### src/rtl/servant_irq_pkg.sv
// rtl/servant_irq_pkg.sv - shared register map, FSM encoding and latency width for the IRQ controller
package servant_irq_pkg;

    localparam logic [1:0] ADR_PENDING = 2'd0;
    localparam logic [1:0] ADR_ENABLE  = 2'd1;
    localparam logic [1:0] ADR_MODE    = 2'd2;
    localparam logic [1:0] ADR_STATUS  = 2'd3;

    localparam int LAT_W = 16;

    typedef enum logic [1:0] {
        ST_IDLE    = 2'd0,
        ST_ASSERT  = 2'd1,
        ST_SERVICE = 2'd2
    } irq_state_e;

    function automatic logic [LAT_W-1:0] lat_sat_inc(input logic [LAT_W-1:0] v);
        return (&v) ? v : v + LAT_W'(1);
    endfunction

endpackage

### src/rtl/servant_irq_sync.sv
// rtl/servant_irq_sync.sv - per-source synchronizer with registered level and rising-edge outputs
module servant_irq_sync #(
    parameter int SYNC_STAGES = 2
) (
    input  logic clk,
    input  logic rst_n,
    input  logic async_i,
    output logic level_o,
    output logic rise_o
);

    logic [SYNC_STAGES-1:0] sync_q, sync_d;
    logic                   prev_q, prev_d;
    logic                   rise_q, rise_d;

    // level_o is the delayed copy so it stays cycle-aligned with the registered rise
    always_comb begin
        sync_d = {sync_q[SYNC_STAGES-2:0], async_i};
        prev_d = sync_q[SYNC_STAGES-1];
        rise_d = sync_q[SYNC_STAGES-1] & ~prev_q;
    end

    always_ff @(posedge clk or negedge rst_n) begin
        if (!rst_n) begin
            sync_q <= '0;
            prev_q <= 1'b0;
            rise_q <= 1'b0;
        end else begin
            sync_q <= sync_d;
            prev_q <= prev_d;
            rise_q <= rise_d;
        end
    end

    assign level_o = prev_q;
    assign rise_o  = rise_q;

endmodule

### src/rtl/servant_irq_ctrl.sv
// rtl/servant_irq_ctrl.sv - external interrupt aggregator with bus registers, service FSM and latency capture
module servant_irq_ctrl
    import servant_irq_pkg::*;
#(
    parameter int NSRC        = 4,
    parameter int SYNC_STAGES = 2
) (
    input  logic            wb_clk,
    input  logic            wb_rst_n,
    input  logic [NSRC-1:0] irq_src,
    input  logic [1:0]      i_wb_adr,
    input  logic [31:0]     i_wb_dat,
    input  logic            i_wb_we,
    input  logic            i_wb_cyc,
    output logic [31:0]     o_wb_rdt,
    output logic            o_wb_ack,
    input  logic            i_new_irq,
    input  logic            i_mret,
    output logic            ext_irq
);

    logic [NSRC-1:0] src_level, src_rise;

    for (genvar i = 0; i < NSRC; i++) begin : g_src
        servant_irq_sync #(
            .SYNC_STAGES(SYNC_STAGES)
        ) u_sync (
            .clk    (wb_clk),
            .rst_n  (wb_rst_n),
            .async_i(irq_src[i]),
            .level_o(src_level[i]),
            .rise_o (src_rise[i])
        );
    end

    logic [NSRC-1:0]  pending_q, pending_d;
    logic [NSRC-1:0]  enable_q, enable_d;
    logic [NSRC-1:0]  mode_q, mode_d;
    irq_state_e       state_q, state_d;
    logic [LAT_W-1:0] lat_q, lat_d;
    logic [LAT_W-1:0] lat_cap_q, lat_cap_d;
    logic             ext_irq_q, ext_irq_d;
    logic             ack_q, ack_d;
    logic [31:0]      rdt_q, rdt_d;

    logic             bus_acc, bus_wr, irq_any;
    logic [NSRC-1:0]  w1c;
    logic [31:0]      rd_val;
    logic             unused_dat;

    assign unused_dat = ^i_wb_dat[31:NSRC];

    always_comb begin
        bus_acc = i_wb_cyc & ~ack_q;
        bus_wr  = bus_acc & i_wb_we;
        ack_d   = bus_acc;

        rd_val = '0;
        case (i_wb_adr)
            ADR_PENDING: rd_val = 32'(pending_q);
            ADR_ENABLE:  rd_val = 32'(enable_q);
            ADR_MODE:    rd_val = 32'(mode_q);
            ADR_STATUS:  rd_val = {lat_cap_q, 14'd0, state_q};
            default:     rd_val = '0;
        endcase
        rdt_d = bus_acc ? rd_val : '0;

        enable_d = enable_q;
        mode_d   = mode_q;
        w1c      = '0;
        if (bus_wr) begin
            case (i_wb_adr)
                ADR_PENDING: w1c      = i_wb_dat[NSRC-1:0];
                ADR_ENABLE:  enable_d = i_wb_dat[NSRC-1:0];
                ADR_MODE:    mode_d   = i_wb_dat[NSRC-1:0];
                default:     ;
            endcase
        end

        // Edge bits: a fresh rise beats a simultaneous write-1-clear. Level bits track the source.
        pending_d = (mode_q & ((pending_q & ~w1c) | src_rise)) | (~mode_q & src_level);
    end

    always_comb begin
        state_d   = state_q;
        lat_d     = lat_q;
        lat_cap_d = lat_cap_q;
        irq_any   = |(pending_q & enable_q);

        case (state_q)
            ST_IDLE: begin
                if (irq_any) begin
                    state_d = ST_ASSERT;
                    lat_d   = '0;
                end
            end
            ST_ASSERT: begin
                lat_d = lat_sat_inc(lat_q);
                if (i_new_irq) begin
                    state_d   = ST_SERVICE;
                    lat_cap_d = lat_sat_inc(lat_q);
                end else if (!irq_any) begin
                    state_d = ST_IDLE;
                end
            end
            ST_SERVICE: begin
                if (i_mret) begin
                    state_d = ST_IDLE;
                end
            end
            default: state_d = ST_IDLE;
        endcase

        ext_irq_d = (state_d == ST_ASSERT);
    end

    always_ff @(posedge wb_clk or negedge wb_rst_n) begin
        if (!wb_rst_n) begin
            pending_q <= '0;
            enable_q  <= '0;
            mode_q    <= '0;
            state_q   <= ST_IDLE;
            lat_q     <= '0;
            lat_cap_q <= '0;
            ext_irq_q <= 1'b0;
            ack_q     <= 1'b0;
            rdt_q     <= '0;
        end else begin
            pending_q <= pending_d;
            enable_q  <= enable_d;
            mode_q    <= mode_d;
            state_q   <= state_d;
            lat_q     <= lat_d;
            lat_cap_q <= lat_cap_d;
            ext_irq_q <= ext_irq_d;
            ack_q     <= ack_d;
            rdt_q     <= rdt_d;
        end
    end

    assign ext_irq  = ext_irq_q;
    assign o_wb_ack = ack_q;
    assign o_wb_rdt = rdt_q;

endmodule

### config.mk
export PLATFORM = sky130hd
export DESIGN_NAME = servant_irq_ctrl
export DESIGN_NICKNAME = d
export VERILOG_FILES = /design/src/rtl/servant_irq_pkg.sv /design/src/rtl/servant_irq_sync.sv /design/src/rtl/servant_irq_ctrl.sv
export SDC_FILE = /design/constraint.sdc
export NUM_CORES = 1
export LEC_CHECK = 0
export CORE_MARGIN = 10
export CORE_UTILIZATION = 51
export DETAILED_ROUTE_END_ITERATION = 8
export PLACE_DENSITY = 0.83
export SYNTH_ARGS = -nofsm -noshare
export SYNTH_HDL_FRONTEND = slang
export SYNTH_SLANG_ARGS = --single-unit
### constraint.sdc
create_clock -name wb_clk -period 2.57 [get_ports wb_clk]
set_clock_uncertainty 0.05 [all_clocks]
set_input_delay 0.771 -clock wb_clk [delete_from_list [all_inputs] [get_ports wb_clk]]
set_output_delay 0.771 -clock wb_clk [all_outputs]
set_load 0.1 [all_outputs]
==> flow_summary_export.csv, run 1 <==
group,metric,value,unit
floorplan,dieArea,11200,sq um
power,seqPwrFrac,43.1,%
synthesis,yosysSeqAreaShare,56.0,%
clock_tree,clock_sinks,84,
worst_setup_path,worstPathArrival,2.43,ns
detailed_routing,post_drt_wl_per_cell,15.3,um
final_layout,drive_above_1_share,17.8,%
clock_tree,cts_buffers,9,
final_layout,final_cells,480,
worst_setup_path,slowest_delay,0.55,ns
timing,hold_viol_final,0,
global_route,grt_usage,13.6,%
synthesis,synth.area.mux_share,4.93,%
place,gp_congestion,0.963,
power,pwr_density_cell,843,nW/um^2
clock_tree,ctsHoldBuffers,0,
synthesis,syn_inst,341,
detailed_routing,dr.pass1.iters,5,
floorplan,fp.dieW,106,um
clock_tree,cts_resized,0,
worst_setup_path,cp_data_required_time,2.78,ns
final_layout,nets,421,
clock_tree,cts_tree,"yes",
synthesis,synth_compound_area_share,12.8,%
timing,period_share,86.2,%
synthesis,syn_area,3750,sq um
floorplan,fp.dieH,106,um
synthesis,synth_top_family_by_area,"simple AND/OR/NAND/NOR gates",
final_layout,area_growth,16.9,%
timing,slew_violations,0,
timing,layout_min_cycle_time,2.22,ns
power,p_sw,1200,uW
worst_setup_path,crit_slowest_cell,"nor4_4",
power,p_comb_share,23.6,%
detailed_routing,drc,0,
final_layout,utilization,60.8,%
power,internal-power,2500,uW
detailed_routing,drt_wl_total,7340,um
timing,max_clock_freq,451,MHz
worst_setup_path,crit_chain,"ha_1 > nand3_2 > nor4_4 > buf_4 > nor2_2 > o31ai_2",
synthesis,avgSynthCellArea,11.0,sq um
flow_run,max_cap_violations,0,
clock_tree,htree_levels,3,
detailed_routing,drtAntennaViolNets,0,
synthesis,synth_fa_ha_area_share,0.333,%
floorplan,start_util,52.0,%
worst_setup_path,start_kind,"register",
floorplan,rows,31,
detailed_routing,drt_iter0_drc,175,
synthesis,synth_seq_cells,84,
final_layout,diodes,0,
synthesis,ys.warnings.count,0,
detailed_routing,via_count,2672,
timing,setup_viol,0,
synthesis,synthXorXnorAreaFrac,0.233,%
worst_setup_path,path_class,"register to register",
floorplan,ios,78,
global_route,grt-ovfl-total,0,
power,ir_drop,0.000447,V
power,clkPwrFrac,33.4,%
place,dp_cells,464,
synthesis,ys_types,50,
clock_tree,cts.reportedPaths.clkPinSlew,0.08,ns
detailed_routing,via_per_inst,5.57,
worst_setup_path,crit_path_max_fanout,11,
power,p_leak,0.00201,uW
clock_tree,worstSkewPairLatency,0.35,ns
timing,setup_tns,0,ns
timing,tightest_slew,0.529,ns
global_route,antenna_found_initial,0,
power,p_sw_share,32.3,%
global_route,grt_pass1_wl,12700,um
timing,rsz0062_at_grt,"no",
synthesis,async_flop_share,100,%
global_route,grt_max_degree,48,
synthesis,synth_edf_count,0,
clock_tree,clk_path_buf_depth,2,
min_path,hp-class,"register to register",
clock_tree,post-cts-setup-buffer-count,0,
outcome,status,"complete, no violations",
worst_setup_path,end_kind,"register",
synthesis,synthFlopType,"dfrtp_1",
place,io_buffers,37,
place,hpwl,5200,um
global_route,grt_pass1_vias,2558,
clock_tree,root_buffer,"clkbuf_8",
synthesis,synth-simple-area-share,20.2,%
floorplan,core_area,7210,sq um
timing,max-slew-margin-rel,64.5,%
[critical path, delay by kind of cell, from the launching register on]
family                   cells  cell delay [ns]
AO/OA/AOI/OAI                1             0.20
adder cells (fa/ha/maj)      1             0.31
buffers and inverters        1             0.26
flip-flops                   1             0.45
AND/OR/NAND/NOR              3             0.87
[routing by layer]
layer | up-vias | wire, um | GRT usage, %
li1 | 1276 | - | -
met1 | 1264 | 3300 | 18.1
met2 | 115 | 3310 | 20.9
met3 | 17 | 566 | 3.35
met4 | 0 | 163 | 5.42
met5 | - | 0 | 0
[area by class of cell]
| type | instances | area, sq um |
|---|---|---|
| fill | 554 | 2830 |
| sequential | 84 | 2100 |
| multi-input combinational | 231 | 1490 |
| timing repair buffer | 44 | 378 |
| clock buffer | 10 | 138 |
| clock inverter | 6 | 134 |
| tap | 99 | 124 |
| inverter | 6 | 22.5 |
[cells by family (layout without fill, tap and decap cells)]
group                      count (synthesis)  after routing
AOI/OAI and AO/OA                         75             75
and+or+nand+nor                          127            127
xor gates and xnor gates                   1              1
muxes                                     15             15
buffers and inverters                     37             66
DFF                                       84             84
adders and majority gates                  1              1
other                                      1             12
[path summary, 6_finish.rpt]
path / startpoint / to / slack, ns / depth (start not counted)
worst max-delay path: lat_q[0] / lat_cap_q[2] / 0.35 / 6
worst min-delay path: g_src[1].u_sync.sync_q[0] / g_src[1].u_sync.sync_q[1] / 0.30 / 0
worst max register to register: lat_q[0] / lat_cap_q[2] / 0.35 / 6
worst min register to register: g_src[1].u_sync.sync_q[0] / g_src[1].u_sync.sync_q[1] / 0.30 / 0
max in group asynchronous: wb_rst_n / o_wb_rdt[22] / 1.53 / 2
min in group asynchronous: wb_rst_n / g_src[3].u_sync.sync_q[1] / 0.34 / 1
[stage by stage]
step / total power [uW] / worst slack, ns / hold WS [ns] / instance area (sq um)
floorplan: 2260 / 0.611 / 0.281 / 3790
global placement: 2450 / 0.244 / 0.282 / 4120
detailed placement: 2480 / 0.249 / 0.286 / 4120
CTS: 3720 / 0.389 / 0.305 / 4390
global route: 3880 / 0.201 / 0.308 / 4390
finish: 3700 / 0.355 / 0.302 / 4390
[cell usage in the layout, fill, tap and decap left out, types with 8 or more instances in the layout]
cell             count
o21ai_0             13
clkbuf_8            10
and2_1              19
nor2_1              17
a21oi_1             24
nand3_1             11
nand2_1             31
and3_1               8
buf_4               29
o31ai_1              8
mux2_2               8
dfrtp_1             84
clkdlybuf4s50_1     14
conb_1              12
[flip-flops by register name, indices dropped and copies added (netlist names)]
register              cells
mode_q                    4
enable_q                  4
lat_q                    16
state_q                   2
g_src.u_sync.rise_o       4
pending_q                 4
g_src.u_sync.sync_q       8
lat_cap_q                16
o_wb_ack                  1
ext_irq                   1
o_wb_rdt                 20
g_src.u_sync.level_o      4
[power groups by stage]
stage	clock [uW]	combinational, uW	sequential (uW)
after floorplan	0	547	1710
final	1240	871	1590
after global routing	1320	944	1620
after detailed placement	0	865	1610
after CTS	1260	868	1590
after global placement	0	845	1600
[cell usage after synthesis, drive strengths merged (2+ instances only)]
library cell	n	area share (%)
o21ai	14	1.9
o211ai	7	1.4
nand2	31	3.1
mux2	8	2.4
o31ai	10	2.3
and2	19	3.2
nand4	4	1.4
and3	8	1.3
or4	6	1.2
a31oi	7	1.2
dfrtp	84	56
a21oi	24	3.2
buf	21	3.8
inv	6	0.60
o2bb2ai	2	0.47
nand3b	5	1.0
a22o	2	0.47
nand3	13	2.2
and4	7	1.6
mux4	2	1.2
a211oi	2	0.40
nor3	2	0.27
nand2b	2	0.33
clkbuf	10	1.0
nor2b	6	1.0
mux2i	5	1.3
nor4	5	1.4
nor2	18	1.9
Note: power is estimated with default switching activity, not from simulation.
==> inputs of run 2 (changes only) <==
ABC_AREA = 0   (was not set)
==> results of run 2 <==
Final layout, timing and power as in run 1 (identical DEF).
==> inputs of run 3 (changes only) <==
CORE_UTILIZATION = 50   (was 51)
PLACE_DENSITY = 0.82   (was 0.83)
SYNTH_HIERARCHICAL = 1   (was not set)
==> run 3 against run 2 <==
Net effect:
- sequential cell count stayed put
- final cell count is 1.7% lower
- register-to-register slack hardly changed
- worst setup slack worse by 0.0075 ns
- routed wire length is 4.5% lower
- critical endpoint is now lat_cap_q[5]
- largest cell class unchanged
- largest power group unchanged
==> flow_summary_export.csv, run 3 <==
group,metric,value,unit
outcome,status,"complete, no violations",
timing,hold_viol_final,0,
timing,slew_violations,0,
worst_setup_path,critPathLaunch,"lat_q[0]",
synthesis,synth_compound_area_share,11.2,%
synthesis,synthXorXnorAreaFrac,2.42,%
worst_setup_path,end_kind,"register",
clock_tree,cts_resized,0,
final_layout,regArea,2100,sq um
worst_setup_path,path_buf_inv,0,
synthesis,synth-simple-area-share,18.7,%
global_route,grt_pass1_vias,2440,
worst_setup_path,reg2regPathDepth,6,
detailed_routing,via_count,2490,
clock_tree,cts_buffers,9,
synthesis,ys_types,48,
timing,rsz0062_at_grt,"no",
floorplan,rows,30,
synthesis,yosysSeqAreaShare,58.2,%
detailed_routing,drt_wl_total,7010,um
timing,setup_viol,0,
timing,max-slew-margin-rel,62.6,%
synthesis,synth_seq_cells,84,
global_route,grt_usage,13.1,%
global_route,antenna_found_initial,0,
clock_tree,worstSkewPairLatency,0.35,ns
timing,layout_min_cycle_time,2.22,ns
power,pwr_density_cell,793,nW/um^2
timing,tightest_slew,0.556,ns
power,ir_drop,0.000313,V
worst_setup_path,cp_top_family,"simple AND/OR/NAND/NOR gates",
synthesis,async_flop_share,100,%
place,place_area,4020,sq um
final_layout,drive_above_1_share,18.1,%
synthesis,avgSynthCellArea,11.0,sq um
worst_setup_path,crit_slowest_cell,"or4_4",
floorplan,dieArea,11000,sq um
detailed_routing,dr.pass1.iters,4,
worst_setup_path,reg2reg_setup_slack,0.35,ns
final_layout,diodes,0,
clock_tree,ctsHoldBuffers,0,
synthesis,synthFlopType,"dfrtp_1",
worst_setup_path,start_kind,"register",
synthesis,synth_fa_ha_area_share,0.346,%
clock_tree,clock_sinks,84,
final_layout,finalInstanceArea,4220,sq um
final_layout,fillers,574,
global_route,grt-ovfl-total,0,
floorplan,ios,78,
synthesis,synth_edf_count,0,
final_layout,final_common_cell,"dfrtp_1",
synthesis,ys_top_cells_by_count,"dfrtp_1 (84), nand2_1 (32), o21ai_0 (27)",
clock_tree,root_buffer,"clkbuf_8",
floorplan,start_util,52.3,%
synthesis,synth.area.mux_share,4.57,%
final_layout,nets,416,
power,p_leak,0.00195,uW
worst_setup_path,worstPathArrival,2.44,ns
synthesis,yosysMostFrequentCell,"dfrtp_1",
floorplan,core_area,6910,sq um
worst_setup_path,slowest_delay,0.67,ns
clock_tree,cts.reportedPaths.clkPinSlew,0.08,ns
synthesis,synth.area.top_cells,"dfrtp_1 (58%), o21ai_0 (3.7%), nand2_1 (3.3%)",
clock_tree,post-cts-setup-buffer-count,0,
detailed_routing,drtAntennaViolNets,0,
detailed_routing,post_drt_wl_per_cell,14.8,um
worst_setup_path,path_class,"register to register",
floorplan,fp.dieW,105,um
clock_tree,htree_levels,3,
detailed_routing,via_per_inst,5.28,
global_route,grt_max_degree,46,
detailed_routing,drc,0,
worst_setup_path,critical_path.endpoint,"lat_cap_q[5]",
global_route,grt_pass1_wl,12000,um
clock_tree,cts_tree,"yes",
worst_setup_path,cp_num_cells,6,
final_layout,layout_common_cells,"dfrtp_1 (84), buf_4 (33), nand2_1 (32)",
clock_tree,clk_path_buf_depth,2,
synthesis,syn_area,3610,sq um
final_layout,largest_reg_flops,20,
place,gp_congestion,0.865,
timing,setup_tns,0,ns
synthesis,synth_top_family_by_area,"simple AND/OR/NAND/NOR gates",
min_path,hp-class,"register to register",
worst_setup_path,cp_data_required_time,2.79,ns
synthesis,synth_top_area_share,58.2,%
synthesis,synth_top_area_cell,"dfrtp_1",
floorplan,fp.dieH,105,um
place,dpl_worst_slack,0.162,ns
synthesis,ys.warnings.count,6,
flow_run,max_cap_violations,0,
timing,fin_ws,0.347,ns
timing,max_clock_freq,450,MHz
place,hpwl,4910,um
worst_setup_path,r2r-end,"lat_cap_q[5]",
timing,period_share,86.5,%
worst_setup_path,r2r-start,"lat_q[0]",
worst_setup_path,crit_chain,"ha_1 > nand3_2 > or4_4 > and3_1 > xnor2_1 > o21ai_0",
detailed_routing,drt_iter0_drc,203,
final_layout,area_growth,16.7,%
worst_setup_path,crit_path_max_fanout,12,
final_layout,utilization,61.1,%
final_layout,multi_input_area,1390,sq um
place,io_buffers,37,
synthesis,syn_inst,328,
-- run 3: changes by cell type in the layout (fill, tap and decap cells not counted), moves of 4 or more --
cell / change
or4_1: -6
nor2_1: +8
and4_1: -4
buf_4: +4
o211ai_1: -7
xnor2_1: +7
nor2b_4: +4
nor2b_1: -4
a21oi_1: -4
and3_1: -4
o31ai_1: -6
nand3b_1: -4
o21ai_0: +14
-- run 3: routing by layer --
metal / global-route usage, % / up-vias / share of wire [%]
met5: 0 / - / 0
met4: 5.59 / 0 / 1.1
met3: 4.61 / 6 / 5.6
met2: 20.8 / 78 / 50
met1: 15.9 / 1197 / 43
li1: - / 1209 / -
-- run 3: worst min-delay path by stage --
stage | from | end | slack, ns | cells after the start
after floorplan | g_src[0].u_sync/sync_q[0] | g_src[0].u_sync/sync_q[1] | 0.28 | 0
after global placement | g_src[0].u_sync/sync_q[0] | g_src[0].u_sync/sync_q[1] | 0.28 | 0
after detailed placement | g_src[2].u_sync/sync_q[0] | g_src[2].u_sync/sync_q[1] | 0.28 | 0
after CTS | g_src[2].u_sync/sync_q[0] | g_src[2].u_sync/sync_q[1] | 0.30 | 0
after global routing | g_src[0].u_sync/sync_q[0] | g_src[0].u_sync/sync_q[1] | 0.31 | 0
final | g_src[2].u_sync/sync_q[0] | g_src[2].u_sync/sync_q[1] | 0.30 | 0
-- run 3: metrics by stage --
| stage | hold slack [ns] | cells | total power (uW) |
|---|---|---|---|
| 6_report | 0.301 | 472 | 3340 |
| 2_1_floorplan | 0.281 | 339 | 2190 |
| 5_1_grt | 0.311 | 472 | 3520 |
| 4_1_cts | 0.303 | 472 | 3370 |
| 3_5_place_dp | 0.285 | 456 | 2420 |
| 3_3_place_gp | 0.283 | 456 | 2390 |
-- run 3: final cells by class --
class                   count  area share, %
multi-input cells         225           33.0
well taps                  96           2.85
clock inverters             5           1.42
clock buffers              11           3.35
flip-flops and latches     84           49.8
repair buffers             47           9.20
inverters                   4          0.356
-- run 3: worst register-to-register path: cells and delay by family, from the launching register on --
| family | cells | cell delay [ns] |
|---|---|---|
| fa+ha+maj | 1 | 0.26 |
| compound gates | 1 | 0.15 |
| xor+xnor | 1 | 0.13 |
| flops | 1 | 0.47 |
| simple gates | 3 | 1.08 |
-- run 3: logic make-up (layout without fill, tap and decap cells) --
logic type	after synthesis	after routing
AO/OA/AOI/OAI	69	69
XOR/XNOR	10	10
adder cells (fa/ha/maj)	1	1
buffers and inverters	30	67
flip-flops	84	84
multiplexers	13	13
other	1	12
AND/OR/NAND/NOR	120	120
-- run 3: power by group --
group,leakage (uW),internal [uW],total (uW),switching (uW)
Clock,0.0000999,479,939,460
Sequential,0.00110,1450,1560,115
Combinational,0.000744,261,841,580
